$ cat src/rtl/obi_fifo_arb_pkg.sv
// Shared types and helpers for the OBI FIFO write arbiter: state encoding,
// index-width helper and the round-robin pick function.
package obi_fifo_arb_pkg;

    // Upper bound on NUM_MASTERS supported by rr_pick.
    localparam int unsigned MaxMasters = 32;
    localparam int unsigned MaxIdxW    = 5;

    typedef enum logic {
        ARB    = 1'b0,
        LOCKED = 1'b1
    } arb_state_e;

    typedef struct packed {
        logic               valid;
        logic [MaxIdxW-1:0] idx;
    } rr_pick_t;

    function automatic int unsigned idx_width(input int unsigned n);
        if (n <= 2) return 1;
        return $clog2(n);
    endfunction

    // First asserted request at or above ptr, wrapping modulo num.
    function automatic rr_pick_t rr_pick(input logic [MaxMasters-1:0] req,
                                         input int unsigned            num,
                                         input int unsigned            ptr);
        rr_pick_t    pick;
        int unsigned k;
        pick = '0;
        for (int unsigned i = 0; i < MaxMasters; i++) begin
            if (i < num && !pick.valid) begin
                k = ptr + i;
                if (k >= num) k = k - num;
                if (req[k[MaxIdxW-1:0]]) begin
                    pick.valid = 1'b1;
                    pick.idx   = k[MaxIdxW-1:0];
                end
            end
        end
        return pick;
    endfunction

endpackage

$ cat src/rtl/fifo_v3.sv
// Small synchronous FIFO with combinational head output; used as the
// in-order ID queue of outstanding transactions.
module fifo_v3 #(
    parameter int unsigned DATA_WIDTH = 32,
    parameter int unsigned DEPTH      = 8
) (
    input  logic                  clk_i,
    input  logic                  rst_ni,
    input  logic                  flush_i,
    input  logic                  testmode_i,
    output logic                  full_o,
    output logic                  empty_o,
    input  logic [DATA_WIDTH-1:0] data_i,
    input  logic                  push_i,
    output logic [DATA_WIDTH-1:0] data_o,
    input  logic                  pop_i
);

    localparam int unsigned PtrW = (DEPTH > 1) ? $clog2(DEPTH) : 1;
    localparam int unsigned CntW = $clog2(DEPTH + 1);

    logic [DATA_WIDTH-1:0] mem_q [DEPTH];
    logic [PtrW-1:0]       wr_ptr_q, rd_ptr_q;
    logic [CntW-1:0]       cnt_q;
    logic                  do_push, do_pop;
    logic                  unused_testmode;

    assign unused_testmode = testmode_i;

    assign full_o  = (cnt_q == CntW'(DEPTH));
    assign empty_o = (cnt_q == '0);
    assign do_push = push_i & ~full_o;
    assign do_pop  = pop_i & ~empty_o;
    assign data_o  = mem_q[rd_ptr_q];

    function automatic logic [PtrW-1:0] ptr_inc(input logic [PtrW-1:0] p);
        if (p == PtrW'(DEPTH - 1)) return '0;
        return p + PtrW'(1);
    endfunction

    always_ff @(posedge clk_i or negedge rst_ni) begin
        if (!rst_ni) begin
            wr_ptr_q <= '0;
            rd_ptr_q <= '0;
            cnt_q    <= '0;
        end else if (flush_i) begin
            wr_ptr_q <= '0;
            rd_ptr_q <= '0;
            cnt_q    <= '0;
        end else begin
            if (do_push) wr_ptr_q <= ptr_inc(wr_ptr_q);
            if (do_pop)  rd_ptr_q <= ptr_inc(rd_ptr_q);
            // Simultaneous push and pop leaves the count unchanged.
            if (do_push && !do_pop)      cnt_q <= cnt_q + CntW'(1);
            else if (!do_push && do_pop) cnt_q <= cnt_q - CntW'(1);
        end
    end

    always_ff @(posedge clk_i) begin
        if (do_push) mem_q[wr_ptr_q] <= data_i;
    end

endmodule

$ cat src/rtl/obi_fifo_write_arbiter.sv
// Round-robin arbiter sharing one OBI writer port among NUM_MASTERS requesters,
// holding the slave request stable until granted and routing responses in order.
module obi_fifo_write_arbiter
    import obi_fifo_arb_pkg::*;
#(
    parameter int unsigned NUM_MASTERS     = 2,
    parameter int unsigned DATA_WIDTH      = 32,
    parameter int unsigned ADDR_WIDTH      = 32,
    parameter int unsigned MAX_OUTSTANDING = 2
) (
    input  logic                              clk_i,
    input  logic                              rst_ni,
    input  logic [NUM_MASTERS-1:0]            m_req_i,
    output logic [NUM_MASTERS-1:0]            m_gnt_o,
    output logic [NUM_MASTERS-1:0]            m_rvalid_o,
    input  logic [NUM_MASTERS*ADDR_WIDTH-1:0] m_addr_i,
    input  logic [NUM_MASTERS-1:0]            m_we_i,
    input  logic [NUM_MASTERS*4-1:0]          m_be_i,
    input  logic [NUM_MASTERS*DATA_WIDTH-1:0] m_wdata_i,
    output logic [NUM_MASTERS*DATA_WIDTH-1:0] m_rdata_o,
    output logic                              s_req_o,
    input  logic                              s_gnt_i,
    input  logic                              s_rvalid_i,
    output logic [ADDR_WIDTH-1:0]             s_addr_o,
    output logic                              s_we_o,
    output logic [3:0]                        s_be_o,
    output logic [DATA_WIDTH-1:0]             s_wdata_o,
    input  logic [DATA_WIDTH-1:0]             s_rdata_i,
    output logic                              err_o
);

    localparam int unsigned IdxW = idx_width(NUM_MASTERS);

    arb_state_e              state_q, state_d;
    logic [IdxW-1:0]         ptr_q, lock_idx_q;
    logic                    err_q;
    logic [MaxMasters-1:0]   req_ext;
    rr_pick_t                pick;
    logic                    win_valid;
    logic [IdxW-1:0]         win_idx;
    logic                    hs;
    logic                    q_full, q_empty, q_pop;
    logic [IdxW-1:0]         q_head;

    always_comb begin
        req_ext                  = '0;
        req_ext[NUM_MASTERS-1:0] = m_req_i;
        pick                     = rr_pick(req_ext, NUM_MASTERS, 32'(ptr_q));
    end

    // Winner selection and next-state logic.
    always_comb begin
        state_d   = state_q;
        win_valid = pick.valid;
        win_idx   = pick.idx[IdxW-1:0];
        s_req_o   = 1'b0;
        case (state_q)
            ARB: begin
                s_req_o = rst_ni & pick.valid & ~q_full;
                if (s_req_o && !s_gnt_i) state_d = LOCKED;
            end
            LOCKED: begin
                win_valid = 1'b1;
                win_idx   = lock_idx_q;
                s_req_o   = rst_ni;
                if (s_gnt_i) state_d = ARB;
            end
            default: state_d = ARB;
        endcase
    end

    assign hs = s_req_o & s_gnt_i;

    always_comb begin
        s_addr_o  = '0;
        s_we_o    = 1'b0;
        s_be_o    = '0;
        s_wdata_o = '0;
        m_gnt_o   = '0;
        for (int i = 0; i < NUM_MASTERS; i++) begin
            if (win_valid && win_idx == IdxW'(i)) begin
                s_addr_o   = m_addr_i[i*ADDR_WIDTH +: ADDR_WIDTH];
                s_we_o     = m_we_i[i];
                s_be_o     = m_be_i[i*4 +: 4];
                s_wdata_o  = m_wdata_i[i*DATA_WIDTH +: DATA_WIDTH];
                m_gnt_o[i] = hs;
            end
        end
    end

    // Responses go to the oldest outstanding issuer; rdata is broadcast.
    assign q_pop = rst_ni & s_rvalid_i & ~q_empty;

    always_comb begin
        m_rvalid_o = '0;
        for (int i = 0; i < NUM_MASTERS; i++) begin
            m_rvalid_o[i] = q_pop & (q_head == IdxW'(i));
        end
    end

    assign m_rdata_o = {NUM_MASTERS{s_rdata_i}};
    assign err_o     = err_q;

    always_ff @(posedge clk_i or negedge rst_ni) begin
        if (!rst_ni) begin
            state_q    <= ARB;
            ptr_q      <= '0;
            lock_idx_q <= '0;
            err_q      <= 1'b0;
        end else begin
            state_q <= state_d;
            if (state_q == ARB && s_req_o && !s_gnt_i) lock_idx_q <= win_idx;
            if (hs) begin
                ptr_q <= (win_idx == IdxW'(NUM_MASTERS - 1)) ? '0 : win_idx + IdxW'(1);
            end
            if (s_rvalid_i && q_empty) err_q <= 1'b1;
        end
    end

    fifo_v3 #(
        .DATA_WIDTH (IdxW),
        .DEPTH      (MAX_OUTSTANDING)
    ) i_id_queue (
        .clk_i      (clk_i),
        .rst_ni     (rst_ni),
        .flush_i    (1'b0),
        .testmode_i (1'b0),
        .full_o     (q_full),
        .empty_o    (q_empty),
        .data_i     (win_idx),
        .push_i     (hs),
        .data_o     (q_head),
        .pop_i      (q_pop)
    );

endmodule

$ cat config.mk
export PLATFORM = sky130hd
export DESIGN_NAME = obi_fifo_write_arbiter
export DESIGN_NICKNAME = d
export VERILOG_FILES = /design/src/rtl/obi_fifo_arb_pkg.sv /design/src/rtl/fifo_v3.sv /design/src/rtl/obi_fifo_write_arbiter.sv
export SDC_FILE = /design/constraint.sdc
export NUM_CORES = 1
export LEC_CHECK = 0
export CORE_AREA = 2 2 123 125
export CTS_BUF_LIST = sky130_fd_sc_hd__clkbuf_8 sky130_fd_sc_hd__clkbuf_16
export DETAILED_ROUTE_END_ITERATION = 7
export DIE_AREA = 0 0 125 127
export PLACE_DENSITY_LB_ADDON = 0.1
export SLEW_MARGIN = 20
export SYNTH_ARGS = -nofsm -noshare
export SYNTH_HDL_FRONTEND = slang
export SYNTH_SLANG_ARGS = --single-unit
$ cat constraint.sdc
create_clock -name clk_i -period 3.5 [get_ports clk_i]
set_input_delay 0.875 -clock clk_i [delete_from_list [all_inputs] [get_ports clk_i]]
set_output_delay 0.875 -clock clk_i [all_outputs]
set_load 0.005 [all_outputs]
==> flow_summary.ini, run 1 <==
[status]
run_status = finished, final reports clean

[grt]
grt_max_degree = 33
gr-usage-all-layers = 0.1156
antenna_found_initial = 1
grt-ovfl-total = 0
grt_pass1_wl_mm = 14.19
grt_pass1_vias = 2258

[clocking]
insertion_delay_ns = 0.23
clk_pin_slew_ns = 0.04
htreeDepth = 1
cts.sinks = 10
cts_hold_buf = 0
clk_path_buf_depth = 2
cts_tree = built
cts_buffers = 3
cts_root_buf = clkbuf_16

[route]
drt_iter0_drc = 59
met3WireLength_mm = 1.081
met2_length_mm = 5.094
routed_via_density = 4.022
m1WireLength_mm = 3.817
dr.pass1.iters = 4
wl_mm = 10.04
highest_layer = met4
ant_nets = 0
vias = 2204
wl_per_cell_um = 18.32
drcViolationCount = 0

[timing]
maxClockFrequency_mhz = 290.5
grt_setup_unrepaired = no
holdWs_ns = 0.4593
tns_ns = 0
fin_crit_ns = 3.442
fin_crit_sh = 0.9835
fin_worst_skew_ns = 0.0006844
setup_viol = 0
slew_violations = 0
worst_slew_pin_slew_ns = 0.4519
relSlewSlack = 0.6974
hold_viol = 0

[synthesis]
async_flop_share = 0.8000
synth_area_leaders = a22o_1, buf_4, dfrtp_1, edfxtp_1, buf_2
avgSynthCellArea_um2 = 8.627
syn-num-nets = 377
yosysSeqAreaShare = 0.1508
synth_most_common_cell = a22o_1
postSynthCellCount = 200
synth_seq_cells = 10
yosys.area.top_type = a22o_1
synthesis.area_um2 = 1725
synth_cell_types = 31
synth_commonest_cells = a22o_1, buf_4, buf_2
yosysTopAreaCellShare = 0.3553
synth-edff-count = 2
synth_ff_type = dfrtp_1
ys_warn_count = 0

[setup_path]
cp-end-kind = output port
critPathLaunchType = input port
cp_max_fo = 7
crit_chain = dlygate4sd2_1, a21boi_1, mux2_4, buf_4, buf_12, a22o_1, clkdlybuf4s50_1
critical-path-top-delay-family = buffers and inverters
rrSetupSlack_ns = 1.84
crit_type = input port to output port
r2r_end = i_id_queue.cnt_q[1]$_DFFE_PN0P_
cp.arrival_ns = 2.57
critPathSlowestCell = clkdlybuf4s50_1
r2r_start = i_id_queue.cnt_q[1]$_DFFE_PN0P_
critPathMaxStageDelay_ns = 0.47
crit_required_ns = 2.62
crit_buf_inv = 4
r2r_cells = 6

[place]
port_buffers = 218
gp_congestion = 0.7557
dp_hpwl_mm = 7.757
place_inst = 535

[floorplan]
coreArea_um2 = 14420
die_w_um = 125
dieArea_um2 = 15880
fp.dieH_um = 127
io_pins = 315
initial_core_util = 0.1196
rows = 44

[worst_hold_path]
whs_endpoint = err_o$_DFFE_PN0P_
hp-start = err_o$_DFFE_PN0P_
whs_path_depth = 1
min_path_type = register to register

[job]
maxCapViolCount = 0

[pwr]
vdd_ir_drop_max_uv = 191.1
cellLeakagePower_nw = 1.577
p_per_area_nw_per_um2 = 482.7

[finish]
synthToLayoutAreaGrowth_pct = 129.4
final_cell_count_no_fill = 548
finalCoreUtilization = 0.2745
layout-drive-gt1-share = 0.07713
layout.nets = 541
-- through the flow --
stage | setup WS, ns | total power, mW | cell area (µm²)
global route | 0.0004372 | 2.043 | 3956
CTS | 0.04422 | 1.954 | 3951
detailed placement | -0.09544 | 1.578 | 3712
floorplan | 0.9124 | 0.8022 | 1725
global placement | -0.09886 | 1.581 | 3712
finish | 0.05766 | 1.911 | 3959
-- cells by family after synthesis --
| logic type | synth area share |
|---|---|
| adders and majority gates | 0.007250 |
| muxes | 0.02030 |
| buffers and inverters | 0.3423 |
| DFF | 0.1508 |
| AOI/OAI and AO/OA | 0.3843 |
| and+or+nand+nor | 0.06962 |
| xor gates and xnor gates | 0.02539 |
-- area by class of cell --
class | count | area, µm²
timing repair buffer | 239 | 2502
tap | 184 | 230.2
clock inverter | 1 | 3.754
clock buffer | 3 | 75.07
sequential | 10 | 260.3
multi-input combinational | 109 | 880.8
antenna | 1 | 2.502
inverter | 1 | 3.754
fill | 1557 | 10470
-- power breakdown --
part,total (mW),internal [mW],switching [mW]
registers,0.206,0.163,0.0423
logic,1.51,0.972,0.533
clock network,0.200,0.149,0.0505
total,1.91,1.29,0.626
-- how the worst max path moves through the flow --
stage               start           end  cells past startpoint
2_1_floorplan  m_req_i[0]   s_addr_o[0]                      5
5_1_grt        m_req_i[0]   s_addr_o[8]                      7
3_5_place_dp   m_req_i[0]     s_be_o[2]                      6
6_report       m_req_i[0]  s_addr_o[21]                      7
4_1_cts        m_req_i[0]  s_addr_o[21]                      7
3_3_place_gp   m_req_i[0]     s_be_o[2]                      6
-- routing by layer --
metal | track usage | vias up
met3 | 0.04648 | 8
met1 | 0.1287 | 1016
li1 | - | 1026
met4 | 0.009804 | 0
met5 | 0 | -
met2 | 0.2158 | 154
-- placed cells by master, fill, tap and decap left out, drive strengths merged --
cell / netlist / final
clkdlybuf4s50: 0 / 210
a22o: 70 / 70
buf: 79 / 20
dfrtp: 8 / 8
dlygate4sd2: 0 / 8
nor2: 6 / 6
nor2b: 4 / 4
nor3: 3 / 3
xor2: 3 / 3
clkbuf: 1 / 3
nand2b: 2 / 2
mux2i: 2 / 2
nand2: 2 / 2
xnor2: 2 / 2
edfxtp: 2 / 2
diode: 0 / 1
a21boi: 1 / 1
inv: 1 / 1
mux2: 1 / 1
or2: 1 / 1
a21oi: 1 / 1
o211ai: 1 / 1
and2: 1 / 1
nor3b: 1 / 1
a31oi: 1 / 1
nor4: 1 / 1
nand3: 1 / 1
o311ai: 1 / 1
o31ai: 1 / 1
a21o: 1 / 1
nand4: 1 / 1
ha: 1 / 1
clkinv: 0 / 1
bufbuf: 0 / 1
-- what timing repair did --
action                     in CTS  in global routing
setup endpoints to repair      71                  1
gates resized for setup        11                  1
cloned                          4                  0
buffers inserted                4                  0
-- state kept, by name, summed over array words and instances (netlist names) --
name and count:
state_q 1, err_o 1, lock_idx_q 1, i_id_queue.wr_ptr_q 1, i_id_queue.mem_q 2, i_id_queue.rd_ptr_q 1, ptr_q 1, i_id_queue.cnt_q 2
(Power assumes the default switching activity.)
==> inputs of run 2 (changes only) <==
--- a/config.mk
+++ b/config.mk
@@ -10,5 +10,5 @@
 export DETAILED_ROUTE_END_ITERATION = 7
 export DIE_AREA = 0 0 125 127
-export PLACE_DENSITY_LB_ADDON = 0.1
+export PLACE_DENSITY = 0.52
 export SLEW_MARGIN = 20
 export SYNTH_ARGS = -nofsm -noshare
==> constraint.sdc (replaced) <==
create_clock -name clk_i -period 3.5 [get_ports clk_i]
set_input_delay 0.525 -clock clk_i [delete_from_list [all_inputs] [get_ports clk_i]]
set_output_delay 0.525 -clock clk_i [all_outputs]
set_load 0.005 [all_outputs]
==> run 2 against run 1 <==
  * Die area unchanged
  * Final cell count decreased by 3.1%
  * Critical path depth fell by 1
  * Final area decreased by 6.7%
  * Sequential power about the same
  * First-iteration DRC count increased by 31%
  * Critical path type unchanged
==> flow_summary.ini, run 2 (same netlist as run 1, synthesis figures left out) <==
[route]
wl_mm = 8.899
vias = 2152
dr.pass1.iters = 4
ant_nets = 0
wl_per_cell_um = 16.76
drt_iter0_drc = 77
routed_via_density = 4.053
drcViolationCount = 0

[pwr]
p_per_area_nw_per_um2 = 456.0
cellLeakagePower_nw = 1.425
vdd_ir_drop_max_uv = 191.2

[finish]
antenna_cells = 0
layout_commonest_cell = clkdlybuf4s50_1
synthToLayoutAreaGrowth_pct = 114.1
layout-drive-gt1-share = 0.03170
layout_common_cells = clkdlybuf4s50_1, a22o_1, dfrtp_1
layout.nets = 525
final_cell_count_no_fill = 531
reg_top3 = i_id_queue.cnt_q x2, i_id_queue.mem_q x2
finalCoreUtilization = 0.2561

[floorplan]
initial_core_util = 0.1196
die_w_um = 125
dieArea_um2 = 15880
coreArea_um2 = 14420
io_pins = 315
rows = 44
fp.dieH_um = 127

[grt]
grt_max_degree = 53
grt_pass1_vias = 2149
gr-usage-all-layers = 0.1004
antenna_found_initial = 0
grt-ovfl-total = 0
grt_pass1_wl_mm = 12.50

[timing]
slew_violations = 0
setup_viol = 0
tns_ns = 0
fin_crit_sh = 0.8749
grt_setup_unrepaired = no
fin_crit_ns = 3.062
hold_viol = 0
holdWs_ns = 0.4529
fin_worst_skew_ns = 0.0001951
maxClockFrequency_mhz = 326.6
relSlewSlack = 0.6783
worst_slew_pin_slew_ns = 0.4804

[setup_path]
r2r_end = i_id_queue.cnt_q[1]$_DFFE_PN0P_
cp-startpoint = m_req_i[1]
cp_max_fo = 52
rrSetupSlack_ns = 1.84
crit_buf_inv = 3
r2r_cells = 6
crit_type = input port to output port
r2r_start = i_id_queue.cnt_q[1]$_DFFE_PN0P_
critPathLaunchType = input port
crit_chain = clkdlybuf4s50_1, nor2b_1, a22o_2, buf_12, a22o_1, clkdlybuf4s50_1
crit_end = s_wdata_o[8]
critical-path-top-delay-family = buffers and inverters
crit_required_ns = 2.97
cp.arrival_ns = 2.54
cp-end-kind = output port
critPathMaxStageDelay_ns = 0.55
cpMostUsedCell = clkdlybuf4s50_1
cp.depth = 6
critPathSlowestCell = clkdlybuf4s50_1

[place]
place_inst = 527
gp_congestion = 0.8258
dp_hpwl_mm = 7.494
port_buffers = 218

[clocking]
cts_buffers = 3
cts_tree = built
cts-resized-gates = 0
clk_path_buf_depth = 2
insertion_delay_ns = 0.23
htreeDepth = 1
cts_root_buf = clkbuf_16
cts.sinks = 10
post_cts_buffers = 0
clk_pin_slew_ns = 0.04
cts_hold_buf = 0

[status]
run_status = finished, final reports clean

[job]
maxCapViolCount = 0

[worst_hold_path]
min_path_type = register to register
==> run 2: metal layers <==
layer	vias to the layer above	track usage	wire, µm
met5	-	0	0
met4	0	0.01830	33
met3	4	0.03769	931
met2	173	0.1586	4032
met1	992	0.1326	3902
li1	983	-	-
==> run 2: worst min-delay path by stage <==
stage               slack (ns)         startpoint  depth (start not counted)                 to
floorplan                 0.23             rst_ni                          0  err_o$_DFFE_PN0P_
global placement          0.44  err_o$_DFFE_PN0P_                          1  err_o$_DFFE_PN0P_
detailed placement        0.45  err_o$_DFFE_PN0P_                          1  err_o$_DFFE_PN0P_
CTS                       0.46  err_o$_DFFE_PN0P_                          1  err_o$_DFFE_PN0P_
global route              0.47  err_o$_DFFE_PN0P_                          1  err_o$_DFFE_PN0P_
finish                    0.45  err_o$_DFFE_PN0P_                          1  err_o$_DFFE_PN0P_
==> run 2: power by group <==
part           switching (mW)  internal, mW
clock network          0.0497         0.149
registers              0.0405         0.163
logic                   0.469         0.813
total                   0.559          1.13
==> run 2: worst reg2reg max path, cell delays in order (launching register included) <==
cell and delay [ns]:
dfrtp_1 0.41, nor2b_1 0.17, nor3_1 0.37, ha_1 0.24, xor2_1 0.15, nor2_1 0.06, xor2_1 0.14
==> run 2: layout make-up <==
cell class,instances,area (µm²)
fill,1543,10730
timing repair buffer,223,2245
multi-input combinational,109,875.8
sequential,10,260.3
tap,184,230.2
clock buffer,3,75.07
clock inverter,1,3.754
inverter,1,3.754
==> run 2: stage by stage <==
stage                     power, mW  area [µm²]  setup WS [ns]
final                         1.684        3694         0.4377
after global routing          1.798        3694         0.3582
after CTS                     1.711        3694         0.4368
after detailed placement      1.498        3615         0.4386
after global placement        1.487        3615         0.4508
after floorplan              0.8022        1725          1.612
